$ cat src/rtl/ex_hazard_ctrl_pkg.sv
// Shared types for the EX hazard controller: operand forwarding selects and the
// hazard FSM state encoding.
package ex_hazard_ctrl_pkg;

    typedef enum logic [1:0] {
        id_ex  = 2'd0,
        ex_mem = 2'd1,
        mem_wb = 2'd2
    } forwardingmux1_sel_t;

    typedef enum logic [1:0] {
        HZ_RUN      = 2'd0,
        HZ_MEM_WAIT = 2'd1,
        HZ_BUBBLE   = 2'd2,
        HZ_FLUSH    = 2'd3
    } hzstate_t;

endpackage

$ cat src/rtl/ex_hazard_ctrl_forward_unit.sv
// Operand-select logic for one EX source register: the youngest in-flight
// writer wins, and x0 is never forwarded.
import ex_hazard_ctrl_pkg::*;

module ex_hazard_ctrl_forward_unit (
    input  logic [4:0]          ex_rs,
    input  logic [4:0]          mem_rd,
    input  logic                mem_load_regfile,
    input  logic [4:0]          wb_rd,
    input  logic                wb_load_regfile,
    output forwardingmux1_sel_t sel
);

    always_comb begin
        sel = id_ex;
        if (mem_load_regfile && (mem_rd != 5'd0) && (mem_rd == ex_rs)) begin
            sel = ex_mem;
        end else if (wb_load_regfile && (wb_rd != 5'd0) && (wb_rd == ex_rs)) begin
            sel = mem_wb;
        end
    end

endmodule

$ cat src/rtl/ex_hazard_ctrl.sv
// Hazard sequencer beside EX: forwarding selects, load-use bubbles, memory
// freezes, branch flushes and saturating stall/flush counters.
import ex_hazard_ctrl_pkg::*;

module ex_hazard_ctrl #(
    parameter int CNT_W = 32
) (
    input  logic                clk,
    input  logic                rst,
    input  logic [4:0]          id_rs1,
    input  logic [4:0]          id_rs2,
    input  logic [4:0]          ex_rs1,
    input  logic [4:0]          ex_rs2,
    input  logic [4:0]          ex_rd,
    input  logic                ex_mem_read,
    input  logic                ex_br_taken,
    input  logic [4:0]          mem_rd,
    input  logic                mem_load_regfile,
    input  logic [4:0]          wb_rd,
    input  logic                wb_load_regfile,
    input  logic                imem_read,
    input  logic                imem_resp,
    input  logic                dmem_req,
    input  logic                dmem_resp,
    output forwardingmux1_sel_t forwardA,
    output forwardingmux1_sel_t forwardB,
    output logic                pc_load,
    output logic                if_id_load,
    output logic                id_ex_load,
    output logic                ex_mem_load,
    output logic                mem_wb_load,
    output logic                if_id_flush,
    output logic                id_ex_flush,
    output logic [CNT_W-1:0]    stall_cnt,
    output logic [CNT_W-1:0]    bubble_cnt,
    output logic [CNT_W-1:0]    flush_cnt,
    output logic [1:0]          state_o
);

    hzstate_t            state_q, state_d;
    logic [CNT_W-1:0]    stall_cnt_q, stall_cnt_d;
    logic [CNT_W-1:0]    bubble_cnt_q, bubble_cnt_d;
    logic [CNT_W-1:0]    flush_cnt_q, flush_cnt_d;
    forwardingmux1_sel_t fwd_a, fwd_b;
    logic                mem_busy, lu_haz;

    ex_hazard_ctrl_forward_unit u_fwd_a (
        .ex_rs            (ex_rs1),
        .mem_rd           (mem_rd),
        .mem_load_regfile (mem_load_regfile),
        .wb_rd            (wb_rd),
        .wb_load_regfile  (wb_load_regfile),
        .sel              (fwd_a)
    );

    ex_hazard_ctrl_forward_unit u_fwd_b (
        .ex_rs            (ex_rs2),
        .mem_rd           (mem_rd),
        .mem_load_regfile (mem_load_regfile),
        .wb_rd            (wb_rd),
        .wb_load_regfile  (wb_load_regfile),
        .sel              (fwd_b)
    );

    assign mem_busy = (imem_read && !imem_resp) || (dmem_req && !dmem_resp);
    assign lu_haz   = ex_mem_read && (ex_rd != 5'd0) &&
                      ((ex_rd == id_rs1) || (ex_rd == id_rs2));

    // State register and counters.
    always_ff @(posedge clk or negedge rst) begin
        if (!rst) begin
            state_q      <= HZ_RUN;
            stall_cnt_q  <= '0;
            bubble_cnt_q <= '0;
            flush_cnt_q  <= '0;
        end else begin
            state_q      <= state_d;
            stall_cnt_q  <= stall_cnt_d;
            bubble_cnt_q <= bubble_cnt_d;
            flush_cnt_q  <= flush_cnt_d;
        end
    end

    // Next state depends only on the current events, from any state.
    always_comb begin
        state_d = HZ_RUN;
        if (mem_busy) begin
            state_d = HZ_MEM_WAIT;
        end else if (ex_br_taken) begin
            state_d = HZ_FLUSH;
        end else if (lu_haz) begin
            state_d = HZ_BUBBLE;
        end
    end

    always_comb begin
        stall_cnt_d  = stall_cnt_q;
        bubble_cnt_d = bubble_cnt_q;
        flush_cnt_d  = flush_cnt_q;
        if (mem_busy && (stall_cnt_q != '1)) begin
            stall_cnt_d = stall_cnt_q + CNT_W'(1);
        end
        if ((state_d == HZ_BUBBLE) && (bubble_cnt_q != '1)) begin
            bubble_cnt_d = bubble_cnt_q + CNT_W'(1);
        end
        if ((state_d == HZ_FLUSH) && (flush_cnt_q != '1)) begin
            flush_cnt_d = flush_cnt_q + CNT_W'(1);
        end
    end

    // Mealy outputs; reset forces every enable low so nothing moves mid-reset.
    always_comb begin
        pc_load     = 1'b0;
        if_id_load  = 1'b0;
        id_ex_load  = 1'b0;
        ex_mem_load = 1'b0;
        mem_wb_load = 1'b0;
        if_id_flush = 1'b0;
        id_ex_flush = 1'b0;
        forwardA    = id_ex;
        forwardB    = id_ex;
        if (rst) begin
            forwardA = fwd_a;
            forwardB = fwd_b;
            if (!mem_busy) begin
                pc_load     = !lu_haz || ex_br_taken;
                if_id_load  = !lu_haz || ex_br_taken;
                id_ex_load  = 1'b1;
                ex_mem_load = 1'b1;
                mem_wb_load = 1'b1;
                if_id_flush = ex_br_taken;
                id_ex_flush = ex_br_taken || lu_haz;
            end
        end
    end

    assign stall_cnt  = stall_cnt_q;
    assign bubble_cnt = bubble_cnt_q;
    assign flush_cnt  = flush_cnt_q;
    assign state_o    = state_q;

endmodule

$ cat config.mk
export PLATFORM = sky130hd
export DESIGN_NAME = ex_hazard_ctrl
export DESIGN_NICKNAME = d
export VERILOG_FILES = /design/src/rtl/ex_hazard_ctrl_pkg.sv /design/src/rtl/ex_hazard_ctrl_forward_unit.sv /design/src/rtl/ex_hazard_ctrl.sv
export SDC_FILE = /design/constraint.sdc
export NUM_CORES = 1
export LEC_CHECK = 0
export ABC_AREA = 1
export CORE_ASPECT_RATIO = 1.1
export CORE_MARGIN = 10
export CORE_UTILIZATION = 45
export DETAILED_ROUTE_END_ITERATION = 12
export GPL_TIMING_DRIVEN = 0
export PLACE_DENSITY = 0.75
export SLEW_MARGIN = 0
export SYNTH_ARGS = -nofsm -noshare
export SYNTH_HDL_FRONTEND = slang
export SYNTH_HIERARCHICAL = 1
export SYNTH_SLANG_ARGS = --single-unit
export TNS_END_PERCENT = 5
$ cat constraint.sdc
create_clock -name clk -period 1.9 [get_ports clk]
set_clock_uncertainty 0.1 [all_clocks]
set_input_delay 0.38 -clock clk [delete_from_list [all_inputs] [get_ports clk]]
set_output_delay 0.38 -clock clk [all_outputs]
set_load 0.01 [all_outputs]
==> impl_metrics.toml <==
[sta]
period_share_pct = 101
post-route-min-period_ns = 1.91
timing.hold.ws_ns = 0.0163
rsz0062_at_grt = "true"
worst_slack_ns = -0.0148
final-setup-viol-count = 1
finalHoldViolCount = 0
max_freq_mhz = 522
setup_tns_ns = -0.0148
tightest_slew_ns = 0.914
relSlewSlack_pct = 38.9
final_max_slew_viol_count = 0

[placement]
place.detailed.hpwl_um = 18000
gp_congestion = 0.954
numPortBuffers = 153
place_ws_ns = -1.41

[routing]
firstDrtPassIters = 8
drt_iter0_drc = 559
vias = 7702
final_antenna_net_count = 0
viasPerCell = 5.11
drt-total-wl_um = 24200
wl_per_cell_um = 16.1
drc = 0

[setup_path]
critPathKind = "in2out"
worstPathMaxFanout = 4
cp-start-kind = "primary input"
worstPathRequired_ns = 1.42
worst_ep_arrival_time_ns = 1.43
cp-end-kind = "output pin"
r2r_slack_ns = 0.06

[global_route]
track_usage_pct = 21.8
grt_max_degree = 29
grt_pass1_wl_um = 38100
grt_antenna_before_repair = 1
grt_pass1_vias = 7281
overflow = 0

[floorplan]
dieArea_um2 = 21300
start_util_pct = 45.8
core_um2 = 15600
floorplan.rows = 48
die_w_um = 140
die_height_um = 152
ios = 154

[synth]
synth_warnings = 6
avgSynthCellArea_um2 = 6.45
ys.flop_type = "dfrtp_1"
synthCells = 1108
synth-edff-count = 0
synth_commonest_cells = "509 x nand2_1, 137 x nor2_1, 98 x dfrtp_1"
ys_ff_latch = 98
synth.area.top_cells = "dfrtp_1 34%, nand2_1 27%, nor2_1 7.2%, xor2_1 5.6%, inv_1 4.8%"
synth_seq_area_share_pct = 34.3
synth_cell_types = 35
yosysMostFrequentCell = "nand2_1"
synth_top_area_share_pct = 34.3
syn-num-nets = 1156
yosysTopAreaCell = "dfrtp_1"
synth_area_um2 = 7140
async_flop_share_pct = 100

[pwr]
ir_worst_vdd_uv = 533
p_leak_nw = 4.66
power_density_nw_per_um2 = 597
design_power_total_mw = 5.87

[finish]
final_util_pct = 62.9
n_fill_cell = 1464
syn_to_final_growth_pct = 37.5
layout.nets = 1348
drive_gt1_share_pct = 19.5

[flow_run]
cap_viol_max_count = 0

[clocking]
clockBufferDepth = 2
cts_num_sinks = 98
clk_latency_ns = 0.35
h-tree-depth = 3
cts-root-buf = "clkbuf_16"
cts-buffers-inserted = 9
clk_pin_slew_ns = 0.07
cts_tree = "done"

[status]
status = "finished with violations"
violations = "negative setup slack"

[min_path]
hp-class = "in2async"
-- metrics by stage --
stage / instances / cell area, µm²
after floorplan: 1108 / 7140
after global placement: 1461 / 8930
after detailed placement: 1462 / 8950
after CTS: 1500 / 9540
after global routing: 1506 / 9830
final: 1506 / 9830
-- area by class of cell --
class                           count  area [µm²]  share of cell area [%]
Multi-Input combinational cell    878        4330                    44.0
Sequential cell                    98        2510                    25.6
Timing Repair Buffer              181        1840                    18.7
Inverter                          113         434                    4.42
Tap cell                          200         250                    2.55
Clock buffer                       10         229                    2.33
Buffer                             19         191                    1.95
Clock inverter                      6        41.3                   0.420
Antenna cell                        1        2.50                  0.0255
-- placed cells by master, fill, tap and decap left out, types with 21 or more instances in the layout --
| cell | synthesis | layout |
|---|---|---|
| clkdlybuf4s50_1 | 0 | 91 |
| xor2_1 | 46 | 46 |
| nor2_1 | 137 | 124 |
| buf_4 | 9 | 21 |
| inv_1 | 91 | 79 |
| dfrtp_1 | 98 | 48 |
| inv_2 | 20 | 30 |
| nor3_1 | 25 | 24 |
| dfrtp_2 | 0 | 50 |
| nand3_1 | 28 | 26 |
| nand2_1 | 509 | 494 |
| buf_6 | 7 | 24 |
-- flip-flops by register name, indices dropped and copies added (netlist names) --
| name | flops |
|---|---|
| bubble_cnt | 32 |
| flush_cnt | 32 |
| stall_cnt | 32 |
| state_o | 2 |
-- routing by layer --
| layer | track usage, % | vias to the layer above | share of wire, % |
|---|---|---|---|
| met3 | 5.30 | 53 | 7.5 |
| met1 | 27.1 | 3548 | 42 |
| met5 | 0 | - | 0 |
| li1 | - | 3797 | - |
| met2 | 36.1 | 304 | 48 |
| met4 | 7.09 | 0 | 2.8 |
-- path summary, 6_finish.rpt --
check	startpoint	depth (start not counted)	to
worst max-delay path	ex_rd[0]	11	pc_load
worst min-delay path	rst	2	bubble_cnt[16]
worst max register to register	stall_cnt[0]	11	stall_cnt[25]
worst min register to register	stall_cnt[24]	1	stall_cnt[24]
max in group asynchronous	rst	2	bubble_cnt[1]
min in group clk	stall_cnt[24]	1	stall_cnt[24]
-- report_power, final --
part	switching (mW)	internal [mW]
clock	0.847	0.895
combinational	0.812	0.808
sequential	0.259	2.25
total	1.92	3.95
-- timing repair --
action | CTS | global route
gates cloned | 4 | 0
gates resized for setup | 183 | 122
setup endpoints to repair | 116 | 133
buffers inserted | 12 | 5
hold buffers | 6 | 0
pin swaps | 31 | 29
hold endpoints to repair | 62 | 0
-- worst max-delay path, stage by stage --
cell and delay (ns):
buf_8 0.10, inv_4 0.05, nand2_4 0.05, nand2_2 0.06, nor2_4 0.10, nand3_2 0.06
nand2_2 0.10, nand2_2 0.06, o21a_1 0.21, buf_4 0.14, buf_6 0.11
-- cells by family (layout without fill, tap and decap cells) --
| group | after synthesis | count (layout) | share of synthesized area [%] |
|---|---|---|---|
| buf+inv | 132 | 329 | 8.27 |
| other cells | 0 | 1 | 0 |
| xor+xnor | 63 | 63 | 7.72 |
| compound gates | 44 | 44 | 3.66 |
| flops | 98 | 98 | 34.3 |
| fa+ha+maj | 3 | 3 | 0.525 |
| simple gates | 768 | 768 | 45.5 |
Power figures use the tool's default switching activity.
==> edit, RTL diff (same settings) <==
Register the output `flush_cnt` once more, cleared by the reset; this adds one clock of latency there. The other outputs are not delayed to match.
--- a/src/rtl/ex_hazard_ctrl.sv
+++ b/src/rtl/ex_hazard_ctrl.sv
@@ -136,7 +136,13 @@
 
     assign stall_cnt  = stall_cnt_q;
     assign bubble_cnt = bubble_cnt_q;
-    assign flush_cnt  = flush_cnt_q;
+    always_ff @(posedge clk or negedge rst) begin
+        if (!rst) begin
+            flush_cnt <= '0;
+        end else begin
+            flush_cnt <= flush_cnt_q;
+        end
+    end
     assign state_o    = state_q;
 
 endmodule
Behaviour: not the same (a bounded check fails within 4 cycles, from zero or initial values and one cycle with rst low).
==> edit against the original RTL <==
  * Synthesized area increased by 8.1%
  * Via count up 2.8%
  * Combinational power rose by 20%
  * Total power up 46%
  * Wire length grew 2.4%
  * Sequential cell count up 32
  * Final area rose by 9.5%
  * Sequential power rose by 37%
  * Clock power is 84% higher
  * Worst setup slack better by 0.035 ns
  * Hold slack improved by 0.29 ns
  * Cell count up 6.1%
  * Largest power group unchanged
  * Highest routed layer unchanged
==> edit: results <==
group,metric,value,unit
run_status,outcome,"complete, no violations",
pwr,p_leak,5.53,nW
global_route,grt_pass1_wl,38800,microns
yosys,netlist_top_cells_area,"dfrtp_1 (42%), nand2_1 (24%), nor2_1 (7.2%)",
clocking,cts-buffers-inserted,17,
pwr,intPower,5.82,mW
global_route,grt.total_usage,0.211,
setup_path,startpoint,"stall_cnt[24]",
finish,diodes,0,
yosys,synth_cell_type_count,28,
setup_path,reg2reg_to,"flush_cnt_q[26]",
yosys,yosys.area_share.xor_xnor,0.0658,
drt,wl_met2,12100,microns
setup_path,path_delay_family,"buffers and inverters",
yosys,synth_fp_nets,1189,
pwr,peakVddDrop,0.000785,V
yosys,synth-compound-area-share,0.0335,
global_route,grtUsageMet3,0.0442,
global_route,grt_max_degree,44,
yosys,synth.top_cells.by_count,"nand2_1 (503), nor2_1 (149), dfrtp_1 (130)",
setup_path,crit_slowest_cell,"clkdlybuf4s50_1",
drt,wire_per_inst,15.5,microns
timing,hold_slack,0.305,ns
global_route,met1_usage,0.258,
yosys,synth_seq_area_share,0.421,
edit: cell count changes in the layout (fill, tap and decap cells not counted), sizes merged, moves of 3 or more:
| cell | delta |
|---|---|
| clkdlybuf4s50 | -50 |
| dlygate4sd2 | +40 |
| dfrtp | +32 |
| clkbuf | +19 |
| inv | +13 |
| o21ai | +11 |
| nand2 | -10 |
| dlymetal6s2s | +9 |
| nand3b | -4 |
| a21boi | -3 |
| clkinvlp | +3 |
| nand3 | +3 |
| xor2 | -3 |
edit: worst max path at each step:
stage                     slack [ns]  cells after the start         endpoint
final                           0.02                      1    stall_cnt[24]
after global routing           -0.08                     10   bubble_cnt[15]
after CTS                      -0.12                     12  flush_cnt_q[23]
after detailed placement       -1.05                      7          pc_load
after global placement         -5.67                      6          pc_load
after floorplan                 0.01                     10   bubble_cnt[16]
edit: worst register-to-register path, delay by kind of cell (launching register included):
kind,cells,cell delay (ns)
and+or+nand+nor,7,0.67
adders and majority gates,1,0.20
buffers and inverters,4,0.40
DFF,1,0.37
edit: layout make-up:
type | instances | area, sq um | area share
Clock inverter | 14 | 145 | 0.0135
Inverter | 121 | 462 | 0.0429
Buffer | 19 | 164 | 0.0152
Sequential cell | 130 | 3290 | 0.306
Multi-Input combinational cell | 870 | 4120 | 0.383
Tap cell | 234 | 293 | 0.0272
Clock buffer | 18 | 429 | 0.0399
Timing Repair Buffer | 192 | 1860 | 0.173
edit: timing repair:
action	CTS	global route
gates cloned	3	2
hold buffers	6	0
endpoints found under the hold margin	66	0
pin swaps	29	32
setup endpoints to repair	164	120
setup buffers	13	14
gates resized for setup	214	115
edit: cells by family after synthesis:
family | Yosys count
AND/OR/NAND/NOR | 759
buffers and inverters | 141
flip-flops | 130
XOR/XNOR | 58
AO/OA/AOI/OAI | 50
adder cells (fa/ha/maj) | 3
